[src/rtl/a_rx_serial_sampler.sv]
// a_rx_serial_sampler: RS232 receive bit sampler that strobes each data bit out at mid-bit and checks the stop bit
module a_rx_serial_sampler #(
  parameter int unsigned CLK_DIV   = 16,
  parameter int unsigned DATA_BITS = 8
) (
  input  logic clk_ref,
  input  logic rst_n,
  input  logic rx_i,
  output logic r_do,
  output logic r_stb,
  output logic r_fend,
  output logic r_ferr,
  output logic r_busy
);
  localparam logic [15:0] HALF_M1 = 16'((CLK_DIV >> 1) - 1);
  localparam logic [15:0] DIV_M1  = 16'(CLK_DIV - 1);
  localparam logic [4:0]  LAST    = 5'(DATA_BITS - 1);
  typedef enum logic [2:0] {IDLE, START, DATA, STOP, WAIT_HI} state_t;
  state_t      state_q, state_d;
  logic [1:0]  sync_q, sync_d;
  logic [15:0] baud_q, baud_d;
  logic [4:0]  bit_q, bit_d;
  logic        r_do_q, r_do_d;
  logic        r_stb_q, r_stb_d;
  logic        r_fend_q, r_fend_d;
  logic        r_ferr_q, r_ferr_d;
  logic        r_busy_q, r_busy_d;
  logic        rx_s;
  assign rx_s   = sync_q[1];
  assign r_do   = r_do_q;
  assign r_stb  = r_stb_q;
  assign r_fend = r_fend_q;
  assign r_ferr = r_ferr_q;
  assign r_busy = r_busy_q;
  // next-state: baud counter free-runs inside a frame and is cleared at every sample point
  always_comb begin
    sync_d   = {sync_q[0], rx_i};
    state_d  = state_q;
    baud_d   = baud_q + 16'd1;
    bit_d    = bit_q;
    r_do_d   = r_do_q;
    r_stb_d  = 1'b0;
    r_fend_d = 1'b0;
    r_ferr_d = 1'b0;
    case (state_q)
      IDLE: begin
        baud_d  = '0;
        state_d = rx_s ? IDLE : START;
      end
      START: begin
        if (baud_q == HALF_M1) begin
          baud_d  = '0;
          bit_d   = '0;
          state_d = rx_s ? IDLE : DATA;
        end
      end
      DATA: begin
        if (baud_q == DIV_M1) begin
          baud_d  = '0;
          r_do_d  = rx_s;
          r_stb_d = 1'b1;
          bit_d   = bit_q + 5'd1;
          state_d = (bit_q == LAST) ? STOP : DATA;
        end
      end
      STOP: begin
        if (baud_q == DIV_M1) begin
          baud_d   = '0;
          r_fend_d = rx_s;
          r_ferr_d = ~rx_s;
          state_d  = rx_s ? IDLE : WAIT_HI;
        end
      end
      WAIT_HI: begin
        baud_d  = '0;
        state_d = rx_s ? IDLE : WAIT_HI;
      end
      default: begin
        baud_d  = '0;
        state_d = IDLE;
      end
    endcase
    r_busy_d = (state_d != IDLE);
  end
  // state, synchronizer and registered outputs; the synchronizer resets to idle-high so reset never looks like a start bit
  always_ff @(posedge clk_ref or negedge rst_n) begin
    if (!rst_n) begin
      state_q  <= IDLE;
      sync_q   <= 2'b11;
      baud_q   <= '0;
      bit_q    <= '0;
      r_do_q   <= 1'b0;
      r_stb_q  <= 1'b0;
      r_fend_q <= 1'b0;
      r_ferr_q <= 1'b0;
      r_busy_q <= 1'b0;
    end else begin
      state_q  <= state_d;
      sync_q   <= sync_d;
      baud_q   <= baud_d;
      bit_q    <= bit_d;
      r_do_q   <= r_do_d;
      r_stb_q  <= r_stb_d;
      r_fend_q <= r_fend_d;
      r_ferr_q <= r_ferr_d;
      r_busy_q <= r_busy_d;
    end
  end
endmodule

[config.mk]
export PLATFORM = sky130hd
export DESIGN_NAME = a_rx_serial_sampler
export DESIGN_NICKNAME = d
export VERILOG_FILES = /design/src/rtl/a_rx_serial_sampler.sv
export SDC_FILE = /design/constraint.sdc
export NUM_CORES = 1
export LEC_CHECK = 0
export CORE_MARGIN = 5
export CORE_UTILIZATION = 46
export DETAILED_ROUTE_END_ITERATION = 12
export SLEW_MARGIN = 15
export SYNTH_ARGS = -nofsm -noshare
export SYNTH_HDL_FRONTEND = slang
export SYNTH_SLANG_ARGS = --single-unit
[constraint.sdc]
create_clock -name clk_ref -period 2.3 [get_ports clk_ref]
set_input_delay 0.46 -clock clk_ref [delete_from_list [all_inputs] [get_ports clk_ref]]
set_output_delay 0.46 -clock clk_ref [all_outputs]
set_load 0.03 [all_outputs]
Word level (Yosys, flattened, before mapping)
Index checks and enable logic that the tools add are counted.
{"block": "totals", "out_inout_bits": 5, "elab_cells": 47, "reg_bits": 31}
{"block": "op_classes", "n_bitwise": 1, "mux": 20, "add_sub_neg": 2, "n_eq_ne": 9, "n_reduce_logical": 6}
{"cell": "16-bit 2-to-1 mux", "count": 2}
{"cell": "16-bit one-hot mux with 2 select lines", "count": 1}
{"cell": "16-bit by 1-bit adder with 16-bit output, second input constant", "count": 1}
{"cell": "16-bit by 3-bit equality test with 1-bit output, second input constant", "count": 1}
{"cell": "16-bit by 4-bit equality test with 1-bit output, second input constant", "count": 1}
{"cell": "3-bit one-hot mux with 5 select lines", "count": 1}
{"cell": "3-bit 2-to-1 mux", "count": 4}
{"cell": "5-bit 2-to-1 mux", "count": 2}
{"cell": "5-bit one-hot mux with 2 select lines", "count": 1}
{"cell": "1-bit 2-to-1 mux", "count": 8}
{"cell": "3-bit by 2-bit equality test with 1-bit output, second input constant", "count": 2}
{"cell": "5-bit by 1-bit adder with 5-bit output, second input constant", "count": 1}
{"cell": "5-bit by 3-bit equality test with 1-bit output, second input constant", "count": 1}
{"cell": "2-bit inequality test, second input constant", "count": 2}
{"cell": "3-bit by 1-bit equality test with 1-bit output, second input constant", "count": 1}
{"cell": "3-bit equality test, second input constant", "count": 1}
{"cell": "3-bit zero test", "count": 1}
{"cell": "3-bit AND reduction", "count": 1}
{"cell": "3-bit nonzero test", "count": 1}
{"cell": "2-bit 2-to-1 mux", "count": 1}
{"cell": "2-bit AND reduction", "count": 1}
{"cell": "2-bit nonzero test", "count": 1}
{"cell": "2-bit OR reduction", "count": 1}
{"cell": "1-bit inverter", "count": 1}

Depth between registers and ports, before layout
{"block": "logic_depth", "depth_word": 5, "ltp_mapped": 6, "depth_no_buf": 5}

Least setup slack after synthesis
No wires, ideal clock.
{"block": "synth_path", "path_kind": "register to register", "start": "register state_q[2]", "end": "register r_do_q, in the netlist r_do", "stages_incl_launch_ff": 6, "setup_time_ns": 0.125, "n_path_buf": 2, "setup_slack_ns": 0.605, "t_arrival_ns": 1.570, "cell_sequence": "dfrtp_1 > clkbuf_1 > nor4bb_1 > clkbuf_1 > and2_0 > mux2_2"}
{"block": "synth_between", "elab_chain_cells": 2}
{"element": "from (decl)", "line_no": "19", "text": "state_t state_q, state_d;"}
{"element": "from (signal assigned)", "line_no": "98", "text": "state_q <= state_d;"}
{"element": "3-bit by 2-bit equality test with 1-bit output", "line_no": "45", "text": "case (state_q)"}
{"element": "2-bit AND reduction (no source line)"}
{"element": "to (signal assigned)", "line_no": "102", "text": "r_do_q <= r_do_d;"}
{"element": "to (decl)", "line_no": "23", "text": "logic r_do_q, r_do_d;"}
No other way between the ends.
A chain may end at the register's enable or synchronous reset.

Final worst setup path
{"block": "layout_path", "start": "register baud_q[13]", "end": "register r_do_q, in the netlist r_do"}
{"block": "layout_between", "elab_chain_cells": 2}
{"element": "from (decl)", "line_no": "21", "text": "logic [15:0] baud_q, baud_d;"}
{"element": "from (signal assigned)", "line_no": "100", "text": "baud_q <= baud_d;"}
{"element": "16-bit by 4-bit equality test with 1-bit output", "line_no": "58", "text": "if (baud_q == DIV_M1) begin"}
{"element": "2-bit AND reduction (no source line)"}
No other way between the ends.

==> results.toml <==
[run_status]
status = "finished clean"

[pwr]
peakVddDrop_mv = 0.431
p_leak_nw = 0.704
cellPowerDensity_nw_per_um2 = 851

[clock_network]
post_cts.repair.setup_buffers = 0
htree_levels = 2
path_clk_slew_ps = 100
insertion_delay_ps = 330
ctsHoldBuffers = 0
cts_max_path_buffers = 2
root_buffer = "clkbuf_4"
cts_buffers = 5
post_cts_resized = 0
cts_tree = "done"
cts_sinks = 31

[global_route]
grt_overflow = 0
grt_max_degree = 32
grt_pass1_vias = 1110
grtUsageTotal_pct = 15.0
grt_pass1_wl_mm = 4.97
antenna_found_initial = 0

[flow_run]
cap_violations = 0

[finish]
mostFrequentLayoutCell = "dfrtp_1"
syn2layout_area_growth_pct = 12.1
nets = 165
n_antenna_cell = 0
final_cell_mix = "dfrtp_1 (29), nor2_1 (22), nand2_1 (11)"
drive_above_1_share_pct = 14.3
layout.cells.non_filler = 205

[sta]
max_freq_mhz = 536
hold_viol = 0
worst_pin_slew_ps = 693
slew_headroom_pct = 53.2
setup_viol = 0
finalMaxSlewViolations = 0
skew_ps = 3.11
whs_ps = 363
fin_crit_sh_pct = 81.1
rsz0062_at_grt = "false"
finalCriticalPeriod_ps = 1860
fin_setup_tns_ps = 0

[synth]
yosys_warnings = 0
syn_inst = 147
syn_area_per_cell_sq_um = 10.3
synth.area.mux_share_pct = 1.48
ys_seq_elements = 31
synth_compound_area_share_pct = 9.73
synthAdderAreaFrac_pct = 1.65
syn-cell-area_sq_um = 1520
synth-xor-area-share_pct = 8.66
synthesis.nets = 152
synth_top_family_by_area = "simple AND/OR/NAND/NOR gates"
ys_seq_area_share_pct = 51.3
yosys.area_share.simple_pct = 24.2
yosysUniqueCellTypes = 40

[drt]
num_vias = 1127
wirelength_mm = 2.76
wl_per_cell_microns = 13.4
drt_pass1_iterations = 4
ant_nets = 0
first_iter_violations = 121
post-route-drc-count = 0
vias_per_cell = 5.50

[placement]
placedCellCount = 197
place_congestion = 0.893
io_buffer_count = 7
dpl.hpwl_mm = 1.91

[die]
coreArea_sq_um = 3100
dieArea_sq_um = 4550
initial_utilization_pct = 48.9
io_pins = 8
die_w_microns = 67.4
rows = 20
die_h_microns = 67.4

[critical_path]
path_class = "flop to flop"
cp-end-kind = "flop"
crit_fanout = 6
crit_arrival_ps = 2090
crit_path_start_kind = "flop"
critPathRequiredTime_ps = 2520

[hold_path]
hold_path_class = "flop to flop"
power breakdown:
group	leakage [nW]	switching [mW]	total [mW]	internal, mW
Sequential	0.408	0.0971	0.718	0.621
Clock	0.0347	0.185	0.298	0.113
Combinational	0.261	0.247	0.431	0.185
Total	0.704	0.529	1.45	0.919
final timing paths:
check	from	end	slack, ps	cells past startpoint
max	baud_q[13]	r_do	440	4
min	sync_q[0]	sync_q[1]	360	0
max reg2reg	baud_q[13]	r_do	440	4
min reg2reg	sync_q[0]	sync_q[1]	360	0
max in group asynchronous	rst_n	sync_q[0]	1480	2
min in group asynchronous	rst_n	r_ferr	510	2
sequential cells by signal, summed over array words and instances (netlist names):
name,flops
baud_q,16
r_stb,1
r_fend,1
bit_q,5
state_q,3
r_do,1
sync_q,2
r_ferr,1
r_busy,1
cell families after synthesis:
family / Yosys count
AO/OA/AOI/OAI: 21
multiplexers: 2
adder cells (fa/ha/maj): 2
flip-flops: 31
buffers and inverters: 11
AND/OR/NAND/NOR: 65
XOR/XNOR: 15
cells in the mapped netlist:
cell type  number  area share (%)
dfrtp_1        29              48
nor2_1         22             5.4
nand2_1        11             2.7
xnor2_1        10             5.8
nand4_1         7             2.9
inv_1           6             1.5
xor2_1          5             2.9
nor3_1          4             1.3
nor4_1          4             1.6
o21ai_0         4             1.3
a21oi_1         3            0.99
clkbuf_1        3            0.74
nor4_2          3             2.5
o31ai_1         3             1.5
a311oi_1        2             1.2
a41oi_1         2             1.2
dfstp_2         2             3.5
ha_1            2             1.6
mux2_2          2             1.5
nand2b_1        2            0.82
nand3_1         2            0.66
a21oi_2         1            0.58
a22o_1          1            0.58
a31oi_1         1            0.41
and2_0          1            0.41
and2_1          1            0.41
and3_1          1            0.41
and4_1          1            0.58
and4_2          1            0.66
buf_2           1            0.33
buf_4           1            0.49
nand4_2         1            0.82
nand4bb_1       1            0.74
nor4b_1         1            0.58
nor4bb_1        1            0.66
o21ai_1         1            0.33
o221ai_1        1            0.58
o311ai_0        1            0.58
o32ai_1         1            0.58
or4b_4          1            0.91
metrics by stage:
stage               utilization [%]  area [sq um]  setup WS (ps)  total power [mW]
finish                         54.8          1700            435              1.45
global route                   54.8          1700            301              1.56
CTS                            54.8          1700            420              1.47
detailed placement             53.1          1650            443              1.16
global placement               53.1          1650            475              1.15
floorplan                         -          1520            605              1.04
cell type report:
class / instances / area (sq um)
Clock inverter: 3 / 15.0
Sequential cell: 31 / 778
Clock buffer: 5 / 37.5
Multi-Input combinational cell: 105 / 693
Timing Repair Buffer: 11 / 100
Fill cell: 295 / 1400
Tap cell: 44 / 55.1
Inverter: 6 / 22.5
worst max-delay path, stage by stage, from the launching register on:
cell and delay (ps):
dfrtp_1 440, nor4_2 340, and4_2 360, and2_0 260, mux2_2 360
per-layer routing:
layer  up-vias  wire (microns)  track usage (%)
li1        558               -                -
met1       552            1260             17.9
met2        15            1390             23.8
met3         2              98             6.49
met4         0              15             6.08
met5         -               0                0
Power figures use the tool's default switching activity.
